**src/rtl/flex_counter_cascade_pkg.sv**
```systemverilog
// Shared constants for the cascaded flex counter.
package flex_counter_cascade_pkg;

  // Upper bound on cascade depth checked at elaboration.
  localparam int unsigned MAX_STAGES = 8;

endpackage

```
**src/rtl/flex_counter_stage.sv**
```systemverilog
// One rollover counter stage: counts 1..rollover_val, wraps to 1, reports carry.
module flex_counter_stage #(
  parameter int unsigned NUM_CNT_BITS = 4
) (
  input  logic                    clk,
  input  logic                    n_rst,
  input  logic                    clear,
  input  logic                    en,
  input  logic                    hold,
  input  logic [NUM_CNT_BITS-1:0] rollover_val,
  output logic [NUM_CNT_BITS-1:0] count_out,
  output logic                    rollover_flag,
  output logic                    next_flag,
  output logic                    carry
);

  localparam int unsigned W = NUM_CNT_BITS;

  logic [W-1:0] count_q, count_d;
  logic         flag_q;
  logic         at_term;

  // Terminal test is >= so a lowered rollover value still wraps cleanly.
  assign at_term = (count_q >= rollover_val);
  assign carry   = en && at_term;

  // Next count: clear dominates, hold freezes a saturated chain, rv==0 stays at 0.
  always_comb begin
    count_d = count_q;
    if (clear) begin
      count_d = '0;
    end else if (en && !hold) begin
      if (at_term) begin
        count_d = (rollover_val == '0) ? '0 : W'(1);
      end else begin
        count_d = count_q + W'(1);
      end
    end
    next_flag = (count_d == rollover_val);
  end

  // Count and flag registers.
  always_ff @(posedge clk or negedge n_rst) begin
    if (!n_rst) begin
      count_q <= '0;
      flag_q  <= 1'b0;
    end else begin
      count_q <= count_d;
      flag_q  <= next_flag;
    end
  end

  assign count_out     = count_q;
  assign rollover_flag = flag_q;

endmodule

```
**src/rtl/flex_counter_cascade.sv**
```systemverilog
// Chain of rollover counters; each stage advances when the one below wraps.
module flex_counter_cascade
  import flex_counter_cascade_pkg::*;
#(
  parameter int unsigned NUM_CNT_BITS = 4,
  parameter int unsigned NUM_STAGES   = 2
) (
  input  logic                               clk,
  input  logic                               n_rst,
  input  logic                               clear,
  input  logic                               count_enable,
  input  logic                               saturate,
  input  logic [NUM_STAGES*NUM_CNT_BITS-1:0] rollover_val,
  output logic [NUM_STAGES*NUM_CNT_BITS-1:0] count_out,
  output logic [NUM_STAGES-1:0]              rollover_flag,
  output logic                               done,
  output logic                               carry_out
);

  localparam int unsigned W = NUM_CNT_BITS;

  // Cascade depth must stay within the supported range.
  if (NUM_STAGES < 1 || NUM_STAGES > MAX_STAGES) begin : g_bad_stages
    $error("flex_counter_cascade: NUM_STAGES out of range 1..8");
  end

  logic [NUM_STAGES:0]   en_chain;
  logic [NUM_STAGES-1:0] next_flags;
  logic                  hold;
  logic                  done_q, done_d;

  assign en_chain[0] = count_enable;
  // A saturated chain at terminal ignores enables entirely.
  assign hold        = saturate && done_q;

  for (genvar k = 0; k < NUM_STAGES; k++) begin : g_stage
    flex_counter_stage #(
      .NUM_CNT_BITS(W)
    ) u_stage (
      .clk          (clk),
      .n_rst        (n_rst),
      .clear        (clear),
      .en           (en_chain[k]),
      .hold         (hold),
      .rollover_val (rollover_val[k*W +: W]),
      .count_out    (count_out[k*W +: W]),
      .rollover_flag(rollover_flag[k]),
      .next_flag    (next_flags[k]),
      .carry        (en_chain[k+1])
    );
  end

  // Done is the AND of every stage's next flag.
  always_comb begin
    done_d = &next_flags;
  end

  // Done register.
  always_ff @(posedge clk or negedge n_rst) begin
    if (!n_rst) begin
      done_q <= 1'b0;
    end else begin
      done_q <= done_d;
    end
  end

  assign done      = done_q;
  assign carry_out = en_chain[NUM_STAGES] && !saturate && !clear;

endmodule

```
**config.mk**
```make
export PLATFORM = sky130hd
export DESIGN_NAME = flex_counter_cascade
export DESIGN_NICKNAME = d
export VERILOG_FILES = /design/src/rtl/flex_counter_cascade_pkg.sv /design/src/rtl/flex_counter_stage.sv /design/src/rtl/flex_counter_cascade.sv
export SDC_FILE = /design/constraint.sdc
export NUM_CORES = 1
export LEC_CHECK = 0
export CAP_MARGIN = 20
export CORE_MARGIN = 1.5
export CORE_UTILIZATION = 50
export DETAILED_ROUTE_END_ITERATION = 7
export GPL_ROUTABILITY_DRIVEN = 0
export PLACE_DENSITY = 0.79
export SKIP_CTS_REPAIR_TIMING = 1
export SYNTH_ARGS = -nofsm -noshare
export SYNTH_HDL_FRONTEND = slang
export SYNTH_SLANG_ARGS = --single-unit
```
**constraint.sdc**
```tcl
create_clock -name clk -period 3.4 [get_ports clk]
set_clock_uncertainty 0.15 [all_clocks]
set_input_delay 0.68 -clock clk [delete_from_list [all_inputs] [get_ports clk]]
set_output_delay 0.68 -clock clk [all_outputs]
set_load 0.01 [all_outputs]
```
### After elaboration in Yosys (flattened, before gate mapping)

Index checks and enable logic that the tools add are counted.
Widths: inputs -> output; s select.

| storage, ports and cells | value |
|---|---|
| register bits | 11 |
| input port bits | 13 |
| output and inout port bits | 12 |
| logic and storage cells | 32 |

| operators by class | value |
|---|---|
| add/subtract/negate cells | 2 |
| order comparisons | 2 |
| equality and inequality tests | 2 |
| muxes and demuxes | 8 |
| reduce and logical (&&, ||, !) cells | 13 |

Operator list:

| kind | count |
|---|---|
| $mux 4 | 6 |
| $add 4x1->4 const B | 2 |
| $eq 4x4->1 | 2 |
| $ge 4x4->1 | 2 |
| $logic_not 4->1 | 2 |
| $logic_and 1x1->1 | 7 |
| $logic_not 1->1 | 3 |
| $mux 1 | 2 |
| $reduce_and 2->1 | 1 |

### Logic depth before layout (Yosys ltp)

| depth | value |
|---|---|
| word-level depth | 7 |
| depth in mapped cells | 11 |
| depth with buffers taken out | 9 |

### Cells and area by module

A second synthesis with hierarchy kept.

| unflattened totals | value |
|---|---|
| cells, all modules | 151 |
| area total of the unflattened synthesis | 1253.7 µm² |

By module, submodules not included:

| module | times used | cells an instance | area an instance (µm²) | seq. area each (µm²) |
|---|---|---|---|---|
| flex_counter_stage (g_stage[1].u_stage) | 1 | 78 | 611.8 | 125.1 |
| flex_counter_stage (g_stage[0].u_stage) | 1 | 69 | 590.6 | 125.1 |
| flex_counter_cascade | 1 | 4 | 51.3 | 25.0 |

### Least setup slack after synthesis

No wires, ideal clock.

| timing | value |
|---|---|
| kind | input-to-reg |
| start | in rollover_val[0] |
| end | reg done_q (netlist: done) |
| setup time | 0.067 ns |
| arrival | 2.724 ns |
| path slack | 0.460 ns |
| stages on the path | 9 |
| cells stage by stage | ha_1 nand2b_4 a2111o_1 and3_4 buf_6 o41ai_2 o41ai_1 nor4_2 and3_1 |

| between the ends | value |
|---|---|
| longest elaborated chain between the ends | 7 |
| elaborated cells on any way between the ends | 13 |

RTL lines:

| item | line | RTL |
|---|---|---|
| from (decl) | flex_counter_cascade.sv:13 | `input logic [NUM_STAGES*NUM_CNT_BITS-1:0] rollover_val,` |
| branches (longest 5 deep; another with $ge 4x4->1) | -- |  |
| $eq 4x4->1 (*) | flex_counter_stage.sv:39 | `next_flag = (count_d == rollover_val);` |
| via g_stage[0].u_stage.next_flag | flex_counter_stage.sv:13 | `output logic next_flag,` |
| $reduce_and 2->1 (*) | flex_counter_cascade.sv:55 | `done_d = &next_flags;` |
| via done_d | flex_counter_cascade.sv:30 | `logic done_q, done_d;` |
| to (signal assigned) | flex_counter_cascade.sv:63 | `done_q <= done_d;` |
| to (decl) | flex_counter_cascade.sv:30 |  |

Mark *: on every way through the listed nets, which the timed path passes.

### Final worst setup path

| timing | value |
|---|---|
| start | in rollover_val[0] |
| end | out carry_out |

| between the ends | value |
|---|---|
| longest elaborated chain between the ends | 5 |

RTL lines:

| item | line | RTL |
|---|---|---|
| $ge 4x4->1 | flex_counter_stage.sv:24 | `assign at_term = (count_q >= rollover_val);` |
| $logic_and 1x1->1 (2 in a row) | flex_counter_stage.sv:25 | `assign carry = en && at_term;` |
| $logic_and 1x1->1 (2 in a row) | flex_counter_cascade.sv:68 | `assign carry_out = en_chain[NUM_STAGES] && !saturate && !clear;` |
| to (decl) | flex_counter_cascade.sv:17 | `output logic carry_out` |

No other way between the ends.

==> metrics.md <==
| Metric | Value |
|---|---|
| Status | finished, final reports clean |
| Root Driver | clkbuf_4 |
| Vias after detailed routing | 1200 |
| P per Cell Area | 241 nW/um^2 |
| CP startpoint kind | primary input |
| Ys async rst share | 1.00 |
| Port buffer count | 24 |
| Fin nets | 195 |
| Main flop type after synthesis | dfrtp_1 |
| Mapped Cells | about 130 |
| Worst Path Required | ~2.6 ns |
| Final Core Density | 0.762 |
| Row cnt | 16 |
| Fmax | between 300 and 400 MHz |
| Worst hold margin | 0.530 ns |
| R2R Path End | done |
| Total GRT Usage | 0.279 |
| Ant. Diodes | 0 |
| CP max FO | 2 |
| Iter 0 DRT Violations | 29 |
| Yosys top cell by area | dfrtp_1 |
| DIE HEIGHT | between 50 and 60 um |
| Number of synthesized flops with an enable pin | 0 |
| CTS tree | built |
| DRC violations left | 0 |
| Period utilization | 0.962 |
| CP startpoint | rollover_val[0] |
| Syn_nets | roughly 150 |
| Synth Register Bits | 11 |
| Fin. max-slew vios | 0 |
| Area Overhead vs Synth | 39.2% |
| Fin. Hold Viols | 0 |
| Die ar. | ~2500 um^2 |
| CORE AREA | between 2000 and 2500 um^2 |
| RSZ-0062 raised after global routing | no |
| Max VDD drop | about 0.00018 V |
| Register area share after synthesis | 0.249 |
| Routed WL per cell | roughly 16 um |
| Synth top area share | 0.249 |
| DR vias/cell | slightly above 6 |
| Setup WS pre-CTS | -0.202 ns |
| Min Tclk post-route | approximately 3.3 ns |
| Worst Hold Class | reg -> reg |
| Fin area | about 1500 um^2 |
| Cell area after placement | between 1000 and 1500 um^2 |
| Critical path type | in -> out |
| Max-slew headroom | 0.636 |
| Antenna-violating nets left | 0 |
| Num CTS Buffers | 3 |
| Worst reg-to-reg path cell count | 10 |
| Mapped cell area | between 1000 and 1500 um^2 |
| DRT Pass-1 Iters | 4 |
| GRT overflow | 0 |
| YS warnings | 0 |
| Worst EP arrival | 2.44 ns |
| Worst Slack Setup Final | between 0.1 and 0.15 ns |
| H-tree levels | 1 |
| Vias in the first global route | 1219 |
| CTS max path bufs | 2 |
| CTS sink count | 11 |
| Top cells by area, synth | dfrtp_1 25%, ha_1 11%, inv_1 3.7% |
| Reg2reg setup slack | approximately 0.44 ns |
| Final setup vio count | 0 |
| Top-Level Pins | 25 |
| Crit. End Element | primary output |
| Post-DP HPWL | 2350 um |
| Clock transition at the registers of the reported paths | roughly 0.09 ns |
| Synth unique cells | 52 |
| Die width | approximately 50 um |
| Initial core utilization | 0.548 |
| Crit path to | carry_out |
| Clock Latency Late Sink | a little under 0.3 ns |
| Slew @ Worst Pin | 0.545 ns |
| Initial antenna violation count | 0 |
| Max_cap viols | 0 |
| Crit Reg-Reg Startpoint | g_stage[0].u_stage.count_out[0] |
| Final Routed Wirelength | ~3200 um |
| Pleak | around 0.7 nW |
| Syn avg cell area | 8.65 um^2 |
| Largest net degree at the start of global routing | 19 |
| Commonest cells in the netlist | 11 x dfrtp_1, 11 x inv_1, 10 x ha_1, 8 x nand2_1, 8 x nand3_1 |
| First-pass GRT wire length | roughly 5400 um |
| Share of layout cells above drive strength 1 | 0.222 |
registers in the layout, indices dropped and copies added, names as in the netlist:
register                       cells
g_stage.u_stage.count_out          8
g_stage.u_stage.rollover_flag      2
done                               1
where the power goes:
group / switching, mW / internal (mW)
registers: 0.00635 / 0.135
logic: 0.0623 / 0.0695
clock network: 0.0534 / 0.0456
worst min-delay path by stage:
stage	depth (start not counted)	endpoint	startpoint	slack, ns
floorplan	0	done	n_rst	0.23
global placement	2	g_stage[1].u_stage.count_out[1]	g_stage[1].u_stage.count_out[1]	0.50
CTS	2	g_stage[1].u_stage.count_out[1]	g_stage[1].u_stage.count_out[1]	0.52
global route	2	g_stage[0].u_stage.count_out[0]	g_stage[0].u_stage.count_out[0]	0.56
detailed placement	2	g_stage[1].u_stage.count_out[1]	g_stage[1].u_stage.count_out[1]	0.51
finish	2	g_stage[0].u_stage.count_out[3]	g_stage[0].u_stage.count_out[3]	0.53
per-stage QoR:
step,setup TNS (ns),std cells,power [mW]
after global routing,0,198,0.392
after CTS,-0.184,198,0.368
final,0,198,0.372
after detailed placement,-0.531,194,0.269
after floorplan,0,128,0.209
after global placement,-0.373,194,0.265
area by class of cell:
class	instances	area (um^2)
Multi-Input combinational cell	98	749
Fill cell	160	480
Timing Repair Buffer	47	415
Sequential cell	11	275
Inverter	11	41.3
Tap cell	27	33.8
Clock buffer	4	26.3
cells by family (layout without fill, tap and decap cells):
kind of cell    Yosys count  count (layout)  share of synthesized area
buf+inv                  19              62                      0.101
simple gates             45              45                      0.234
xor+xnor                  3               3                     0.0237
fa+ha+maj                10              10                      0.113
flops                    11              11                      0.249
compound gates           38              38                      0.261
mux                       2               2                     0.0192
cells in the final DEF, fill, tap and decap left out, types with 2 or more instances in the layout:
cell type,netlist,final
o21ai_0,5,5
clkdlybuf4s50_1,0,23
o2111ai_1,2,2
ha_1,10,10
xnor2_1,2,2
clkbuf_4,0,3
a21oi_1,6,6
a31oi_1,4,4
nand2b_1,2,2
or2_2,2,2
and3_1,2,2
nand4_1,2,2
nor3_1,5,5
dfrtp_1,11,11
a32o_1,2,2
buf_4,2,23
nand3_1,8,8
nand2_1,8,8
a22oi_1,2,2
inv_1,11,11
or3_1,3,3
nor2_1,4,4
worst max-delay path, cell delays in order:
cell	delay (ns)
clkdlybuf4s50_1	0.43
ha_1	0.30
nand2b_4	0.13
a2111o_1	0.42
and2_2	0.20
nand3_1	0.09
nor2_1	0.04
dlymetal6s2s_1	0.16
metal layers:
| layer | GRT usage | share of wire | wire length (um) | vias to the layer above |
|---|---|---|---|---|
| met3 | 0.0303 | 0.047 | 149 | 6 |
| met5 | 0 | 0 | 0 | - |
| met1 | 0.331 | 0.41 | 1280 | 569 |
| li1 | - | - | - | 572 |
| met2 | 0.496 | 0.53 | 1690 | 53 |
| met4 | 0.125 | 0.015 | 46 | 0 |
Note: power is estimated with default switching activity, not from simulation.
